[src/rtl/fft_input_framer.sv]
// fft_input_framer: collects serial W-bit samples into 8-sample frames held in
// a two-bank ping-pong buffer. Each frame is presented as eight parallel words
// in bit-reversed order (BITREV=1) or natural order (BITREV=0).
module fft_input_framer #(
   parameter int unsigned W      = 8,
   parameter bit          BITREV = 1'b1
) (
   input  logic         clk_1,
   input  logic         rst_n,
   input  logic [W-1:0] s_data,
   input  logic         s_valid,
   input  logic         s_sof,
   output logic         s_ready,
   output logic [W-1:0] out1,
   output logic [W-1:0] out2,
   output logic [W-1:0] out3,
   output logic [W-1:0] out4,
   output logic [W-1:0] out5,
   output logic [W-1:0] out6,
   output logic [W-1:0] out7,
   output logic [W-1:0] out8,
   output logic         f_valid,
   input  logic         f_ready,
   output logic         err_sync
);

   localparam int unsigned N  = 8;
   localparam int unsigned IW = 3;

   logic [W-1:0]  bank [2][N];
   logic [1:0]    full, full_nxt;
   logic          wr_bank, wr_bank_nxt;
   logic          rd_bank, rd_bank_nxt;
   logic [IW-1:0] wr_cnt, wr_cnt_nxt;
   logic [IW-1:0] idx;
   logic          accept, consume, err_nxt;
   logic [W-1:0]  word [N];

   // Mirror a 3-bit index: the order the first butterfly stage consumes.
   function automatic logic [IW-1:0] rev3(input logic [IW-1:0] k);
      return {k[0], k[1], k[2]};
   endfunction

   assign s_ready = !full[wr_bank];
   assign f_valid = full[rd_bank];
   assign accept  = s_valid && s_ready;
   assign consume = f_valid && f_ready;

   // Next-state for bank flags, pointers and write index; a fill and a
   // consume on the same edge always hit different banks.
   always_comb begin
      full_nxt    = full;
      wr_bank_nxt = wr_bank;
      rd_bank_nxt = rd_bank;
      wr_cnt_nxt  = wr_cnt;
      err_nxt     = 1'b0;
      idx         = s_sof ? IW'(0) : wr_cnt;
      if (accept) begin
         wr_cnt_nxt = idx + IW'(1);
         err_nxt    = s_sof && (wr_cnt != IW'(0));
         if (idx == IW'(N - 1)) begin
            full_nxt[wr_bank] = 1'b1;
            wr_bank_nxt       = !wr_bank;
         end
      end
      if (consume) begin
         full_nxt[rd_bank] = 1'b0;
         rd_bank_nxt       = !rd_bank;
      end
   end

   // Control state registers.
   always_ff @(posedge clk_1 or negedge rst_n) begin
      if (!rst_n) begin
         full     <= 2'b00;
         wr_bank  <= 1'b0;
         rd_bank  <= 1'b0;
         wr_cnt   <= IW'(0);
         err_sync <= 1'b0;
      end else begin
         full     <= full_nxt;
         wr_bank  <= wr_bank_nxt;
         rd_bank  <= rd_bank_nxt;
         wr_cnt   <= wr_cnt_nxt;
         err_sync <= err_nxt;
      end
   end

   // Sample storage; a resync simply restarts writing at index 0.
   always_ff @(posedge clk_1 or negedge rst_n) begin
      if (!rst_n) begin
         for (int unsigned b = 0; b < 2; b++) begin
            for (int unsigned i = 0; i < N; i++) begin
               bank[b][i] <= '0;
            end
         end
      end else if (accept) begin
         bank[wr_bank][idx] <= s_data;
      end
   end

   // Parallel readout of the read bank in the selected order.
   always_comb begin
      for (int unsigned k = 0; k < N; k++) begin
         word[k] = bank[rd_bank][BITREV ? rev3(IW'(k)) : IW'(k)];
      end
   end

   assign out1 = word[0];
   assign out2 = word[1];
   assign out3 = word[2];
   assign out4 = word[3];
   assign out5 = word[4];
   assign out6 = word[5];
   assign out7 = word[6];
   assign out8 = word[7];

endmodule

[config.mk]
export PLATFORM = sky130hd
export DESIGN_NAME = fft_input_framer
export DESIGN_NICKNAME = d
export VERILOG_FILES = /design/src/rtl/fft_input_framer.sv
export SDC_FILE = /design/constraint.sdc
export NUM_CORES = 1
export LEC_CHECK = 0
export BUFFER_PORTS_ARGS = -buffer_cell sky130_fd_sc_hd__buf_2
export CELL_PAD_IN_SITES_DETAIL_PLACEMENT = 0
export CELL_PAD_IN_SITES_GLOBAL_PLACEMENT = 1
export CORE_UTILIZATION = 43
export DETAILED_ROUTE_END_ITERATION = 6
export GPL_TIMING_DRIVEN = 0
export PLACE_DENSITY = 0.75
export RECOVER_POWER = 50
export SLEW_MARGIN = 20
export SYNTH_ARGS = -nofsm -noshare
export SYNTH_HDL_FRONTEND = slang
export SYNTH_SLANG_ARGS = --single-unit
[constraint.sdc]
create_clock -name clk_1 -period 1.75 [get_ports clk_1]
set_input_delay 0.175 -clock clk_1 [delete_from_list [all_inputs] [get_ports clk_1]]
set_output_delay 0.175 -clock clk_1 [all_outputs]
set_load 0.005 [all_outputs]
==> results of run 1 <==
==> synth_stat cells (2+ instances only) <==
| library cell | number |
|---|---|
| mux2_2 | 195 |
| dfrtp_1 | 136 |
| clkbuf_1 | 14 |
| nand2_1 | 8 |
| a31oi_1 | 4 |
| buf_2 | 4 |
| buf_4 | 4 |
| nand3_2 | 3 |
| nor2b_1 | 3 |
| a21oi_1 | 2 |
| and3_1 | 2 |
| ha_1 | 2 |
| nand3b_2 | 2 |
| nor3b_2 | 2 |
| nor4b_2 | 2 |
| o21ai_0 | 2 |
| o21ai_2 | 2 |
==> per-stage QoR <==
step                      instances  total power [W]  cell area, sq um
final                           696           0.0113              7590
after global routing            696           0.0119              7590
after CTS                       695           0.0111              7450
after detailed placement        658          0.00751              6740
after global placement          657          0.00738              6700
after floorplan                 399          0.00632              6090
==> flip-flops by register name, summed over array words and instances, names as in the netlist <==
| name | cells |
|---|---|
| bank | 128 |
| err_sync | 1 |
| full | 2 |
| rd_bank | 1 |
| wr_bank | 1 |
| wr_cnt | 3 |
==> cells by family after synthesis <==
family | Yosys count | share of synthesized area (%)
muxes | 196 | 36.2
AOI/OAI and AO/OA | 10 | 1.03
and+or+nand+nor | 30 | 4.42
DFF | 136 | 55.9
buffers and inverters | 25 | 1.99
adders and majority gates | 2 | 0.411
==> power by group through the flow <==
stage	logic, W	registers (W)	clock network, W
2_1_floorplan	0.00198	0.00433	0
3_3_place_gp	0.00297	0.00440	0
3_5_place_dp	0.00303	0.00448	0
4_1_cts	0.00318	0.00444	0.00349
5_1_grt	0.00369	0.00457	0.00363
6_report	0.00338	0.00446	0.00343
==> worst paths after layout <==
kind	cells after the start	endpoint	slack [ps]	startpoint
max	3	out3[7]	-50	rd_bank$_DFFE_PN0N_
min	2	rd_bank$_DFFE_PN0N_	20	f_ready
max reg2reg	5	bank[16]$_DFFE_PN0P_	60	full[1]$_DFF_PN0_
min reg2reg	1	bank[61]$_DFFE_PN0P_	500	bank[61]$_DFFE_PN0P_
max in group asynchronous	3	wr_cnt[0]$_DFFE_PN0P_	360	rst_n
min in group asynchronous	2	bank[20]$_DFFE_PN0P_	250	rst_n
==> cells in the final DEF (no fill, tap or decap), types with 3 or more instances in the layout <==
cell type | Yosys | routed
clkbuf_16 | 0 | 17
buf_8 | 0 | 3
mux2_2 | 195 | 182
nor3b_4 | 1 | 3
dfrtp_1 | 136 | 133
mux2_4 | 0 | 13
nand2_1 | 8 | 5
clkinv_2 | 0 | 7
nand3_2 | 3 | 3
buf_6 | 1 | 18
a31oi_1 | 4 | 4
dfrtp_2 | 0 | 3
clkbuf_1 | 14 | 10
buf_4 | 4 | 11
nand2_2 | 1 | 4
buf_2 | 4 | 67
==> metal layers <==
metal / vias to the layer above / routed length, um / GRT usage (%)
met5: - / 0 / 0
met4: 0 / 241 / 7.18
met3: 21 / 567 / 5.03
met2: 78 / 6520 / 30.6
met1: 1890 / 5970 / 26.6
li1: 1662 / - / -
==> repair_timing <==
item | 4_1_cts | 5_1_grt
hold buffers | 1 | 0
endpoints found under the setup margin | 106 | 100
setup buffers | 6 | 1
pin swaps | 1 | 1
resized for setup | 29 | 40
endpoints found under the hold margin | 48 | 0
==> critical path: cells and delay by family (launching register included) <==
kind,cells,cell delay (ps)
flip-flops,1,460
buffers and inverters,2,380
multiplexers,1,370
==> final cells by class <==
cell class,instances,area [sq um]
plain buffers,23,178
clock buffers,21,460
clock inverters,10,103
fillers,1121,6240
inverters,1,3.75
multi-input cells,238,2640
flip-flops and latches,136,3410
well taps,180,225
repair buffers,87,568
==> results.ini, run 1 <==
[sta]
tns_ps=-1310
fin_ws_ps=-46.9
rsz0062_at_grt=true
fin_crit_ps=1800
finalCritPeriodShare_pct=103
timing.fmax_mhz=557
skew_ps=5.31
relSlewSlack_pct=46.6
whs_ps=15.4
setup_viol=53
finalHoldViolations=0
worst_slew_pin_slew_ps=802
slew_violations=0

[power_and_ir_drop]
irDropWorstVdd_v=0.000910
power_frac_seq_pct=39.6
switching_share_pct=26.6
switchingPower_w=0.00300
intPower_w=0.00827
power_density_nw_per_um2=1490
p_comb_share_pct=30.0
leakage_nw=3.79
power_frac_clock_pct=30.4

[synthesis]
synth_seq_cells=136
yosys-top-cells-area=dfrtp_1 56%, mux2_2 36%, clkbuf_1 0.86%
yosysTopAreaCellShare_pct=55.9
syn-num-nets=414
synthCells=399
avgSynthCellArea_sq_um=15.3
yosys.area.top_type=dfrtp_1
async_flop_share_pct=100
ys_types=29
synth-warning-count=0
synth_area_sq_um=6090
synth_edf_count=0
ys_seq_area_share_pct=55.9
synthFlopType=dfrtp_1

[finish]
nets=519
diodes=0
fin_util_pct=54.9
drive_above_1_share_pct=67.2
syn_to_final_growth_pct=24.6

[status]
status=complete, but fails checks
failed_checks=setup timing

[floorplan]
num_io_pins=80
die_area_sq_um=14600
start_util_pct=44.0
num_rows=43
fp.coreArea_sq_um=13800
die_y_um=121
die_w_um=121

[critical_path]
cp-end-kind=primary output
max_stage_delay_ps=460
required_ps=1570
path_cells=buf_4 -> mux2_2 -> buf_2
arrival_ps=1620
critPathSlowestCell=dfrtp_2
critPathKind=reg -> out
path_max_fanout=10
cp-start-kind=flop

[clocking]
cts-root-buf=clkbuf_16
clock_path_buffers=2
path_clk_slew_ps=50
insertion_delay_ps=420
cts_tree=yes
htreeDepth=4
numCtsBuffers=17
cts_sinks=136

[route]
vias=3651
drtPass1Iterations=4
wl_mm=13.3
drc=0
wl_per_cell_um=19.1
first_iter_violations=151
vias_per_cell=5.25
ant_nets=0

[global_routing]
grt-ovfl-total=0
grt_first_pass_wirelength_mm=21.1
track_usage_pct=19.7
antenna_found_initial=0
grt_max_degree=89
grt_pass1_vias=3718

[place]
portBuffers=78
dp_hpwl_mm=8.63
routabilityCongestion=0.776
preCtsSetupSlack_ps=-140

[min_path]
hold_path_class=in -> reg

[run]
cap_violations=0

(Power assumes the default switching activity.)
==> run 2: changes to the inputs <==
CORE_MARGIN = 10   (was default)
PLACE_DENSITY = default   (was 0.75)
PLACE_DENSITY_LB_ADDON = 0.1   (was default)
==> results.ini, run 2 (synthesis gave the netlist of run 1 again) <==
[status]
status=complete, but fails checks
failed_checks=setup timing

[critical_path]
cp-start-kind=flop
arrival_ps=1640
critPathKind=reg -> out
reg2reg_depth=5
cp-end-kind=primary output
path_max_fanout=7
required_ps=1570

[min_path]
hold_path_class=in -> reg
worstHoldPathCells=2

[sta]
setup_viol=64
finalHoldViolations=0
whs_ps=46.7
rsz0062_at_grt=true
finalCritPeriodShare_pct=104
fin_ws_ps=-66.2
timing.fmax_mhz=551
worst_slew_pin_slew_ps=1220
slew_violations=0
relSlewSlack_pct=18.7
skew_ps=5.65
fin_crit_ps=1820

[route]
drtPass1Iterations=4
drc=0
wl_per_cell_um=20.5
wl_mm=14.3
ant_nets=0
vias=3648
vias_per_cell=5.23
first_iter_violations=117

[finish]
final_common_cell=mux2_2
layout.cells.most_common_list=181 x mux2_2, 131 x dfrtp_1, 65 x buf_2, 20 x buf_6, 17 x clkbuf_16
regMostFlops=bank
nets=520
stdcell_area_sq_um=7650
reg_top3=bank: 128 flops, wr_cnt: 3 flops, full: 2 flops
diodes=0
syn_to_final_growth_pct=25.6
drive_above_1_share_pct=67.4
fin_util_pct=55.1
largest_reg_flops=128

[global_routing]
track_usage_pct=15.4
grt-ovfl-total=0
grt_first_pass_wirelength_mm=22.9
grt_pass1_vias=4064
antenna_found_initial=0
grt_max_degree=85

[place]
dp_hpwl_mm=9.56
preCtsSetupSlack_ps=-158
routabilityCongestion=0.755
portBuffers=78
postPlaceCellArea_sq_um=6740

[floorplan]
fp.coreArea_sq_um=13900
die_w_um=139
num_io_pins=80
start_util_pct=43.9
num_rows=43
die_area_sq_um=19300
die_y_um=139

[clocking]
clock_path_buffers=2
cts_sinks=136
insertion_delay_ps=430
cts-root-buf=clkbuf_16
path_clk_slew_ps=50
htreeDepth=4
cts_tree=yes
numCtsBuffers=17

[power_and_ir_drop]
leakage_nw=3.80
power_density_nw_per_um2=1470
total_power_w=0.0113
irDropWorstVdd_v=0.000701

[run]
cap_violations=0

run 2: critical path, cell delays in order, from the launching register on:
cell and delay, ps:
dfrtp_2 480, buf_12 160, buf_12 140, mux2_4 310, buf_6 120
run 2: through the flow:
stage | setup TNS (ps) | instances
6_report | -2410 | 698
3_3_place_gp | -185850 | 657
5_1_grt | -8870 | 698
2_1_floorplan | 0 | 399
4_1_cts | -4830 | 696
3_5_place_dp | -8500 | 658
run 2: timing repair:
item | 4_1_cts | 5_1_grt
setup buffers | 5 | 2
setup endpoints to repair | 102 | 151
gates resized for setup | 51 | 19
hold endpoints to repair | 54 | 0
pin swaps | 1 | 2
hold buffers | 2 | 0
run 2: per-layer routing:
layer | vias to the layer above | GRT usage, % | share of wire, %
li1 | 1676 | - | -
met1 | 1876 | 18.6 | 44
met2 | 72 | 24.7 | 49
met3 | 24 | 4.93 | 5.1
met4 | 0 | 6.37 | 1.8
met5 | - | 0 | 0
run 2: final timing paths:
check / startpoint / to / slack [ps]
max in group asynchronous: rst_n / bank[119]$_DFFE_PN0P_ / 220
hold / removal: s_valid / wr_cnt[0]$_DFFE_PN0P_ / 50
setup / recovery: rd_bank$_DFFE_PN0N_ / out7[7] / -70
setup reg to reg: full[1]$_DFF_PN0_ / bank[0]$_DFFE_PN0P_ / 90
hold reg to reg: bank[116]$_DFFE_PN0P_ / bank[116]$_DFFE_PN0P_ / 500
min in group asynchronous: rst_n / bank[74]$_DFFE_PN0P_ / 550
run 2: where the power goes:
part           total (W)  switching [W]  internal, W
combinational    0.00350        0.00134      0.00216
sequential       0.00446       0.000442      0.00401
clock            0.00330        0.00132      0.00198
total             0.0113        0.00310      0.00815
run 2: final cells by class:
class | count | area (sq um)
Fill cell | 1193 | 6230
Sequential cell | 136 | 3410
Multi-Input combinational cell | 238 | 2660
Timing Repair Buffer | 88 | 593
Clock buffer | 20 | 447
Tap cell | 180 | 225
Buffer | 23 | 208
Clock inverter | 12 | 104
Inverter | 1 | 3.75
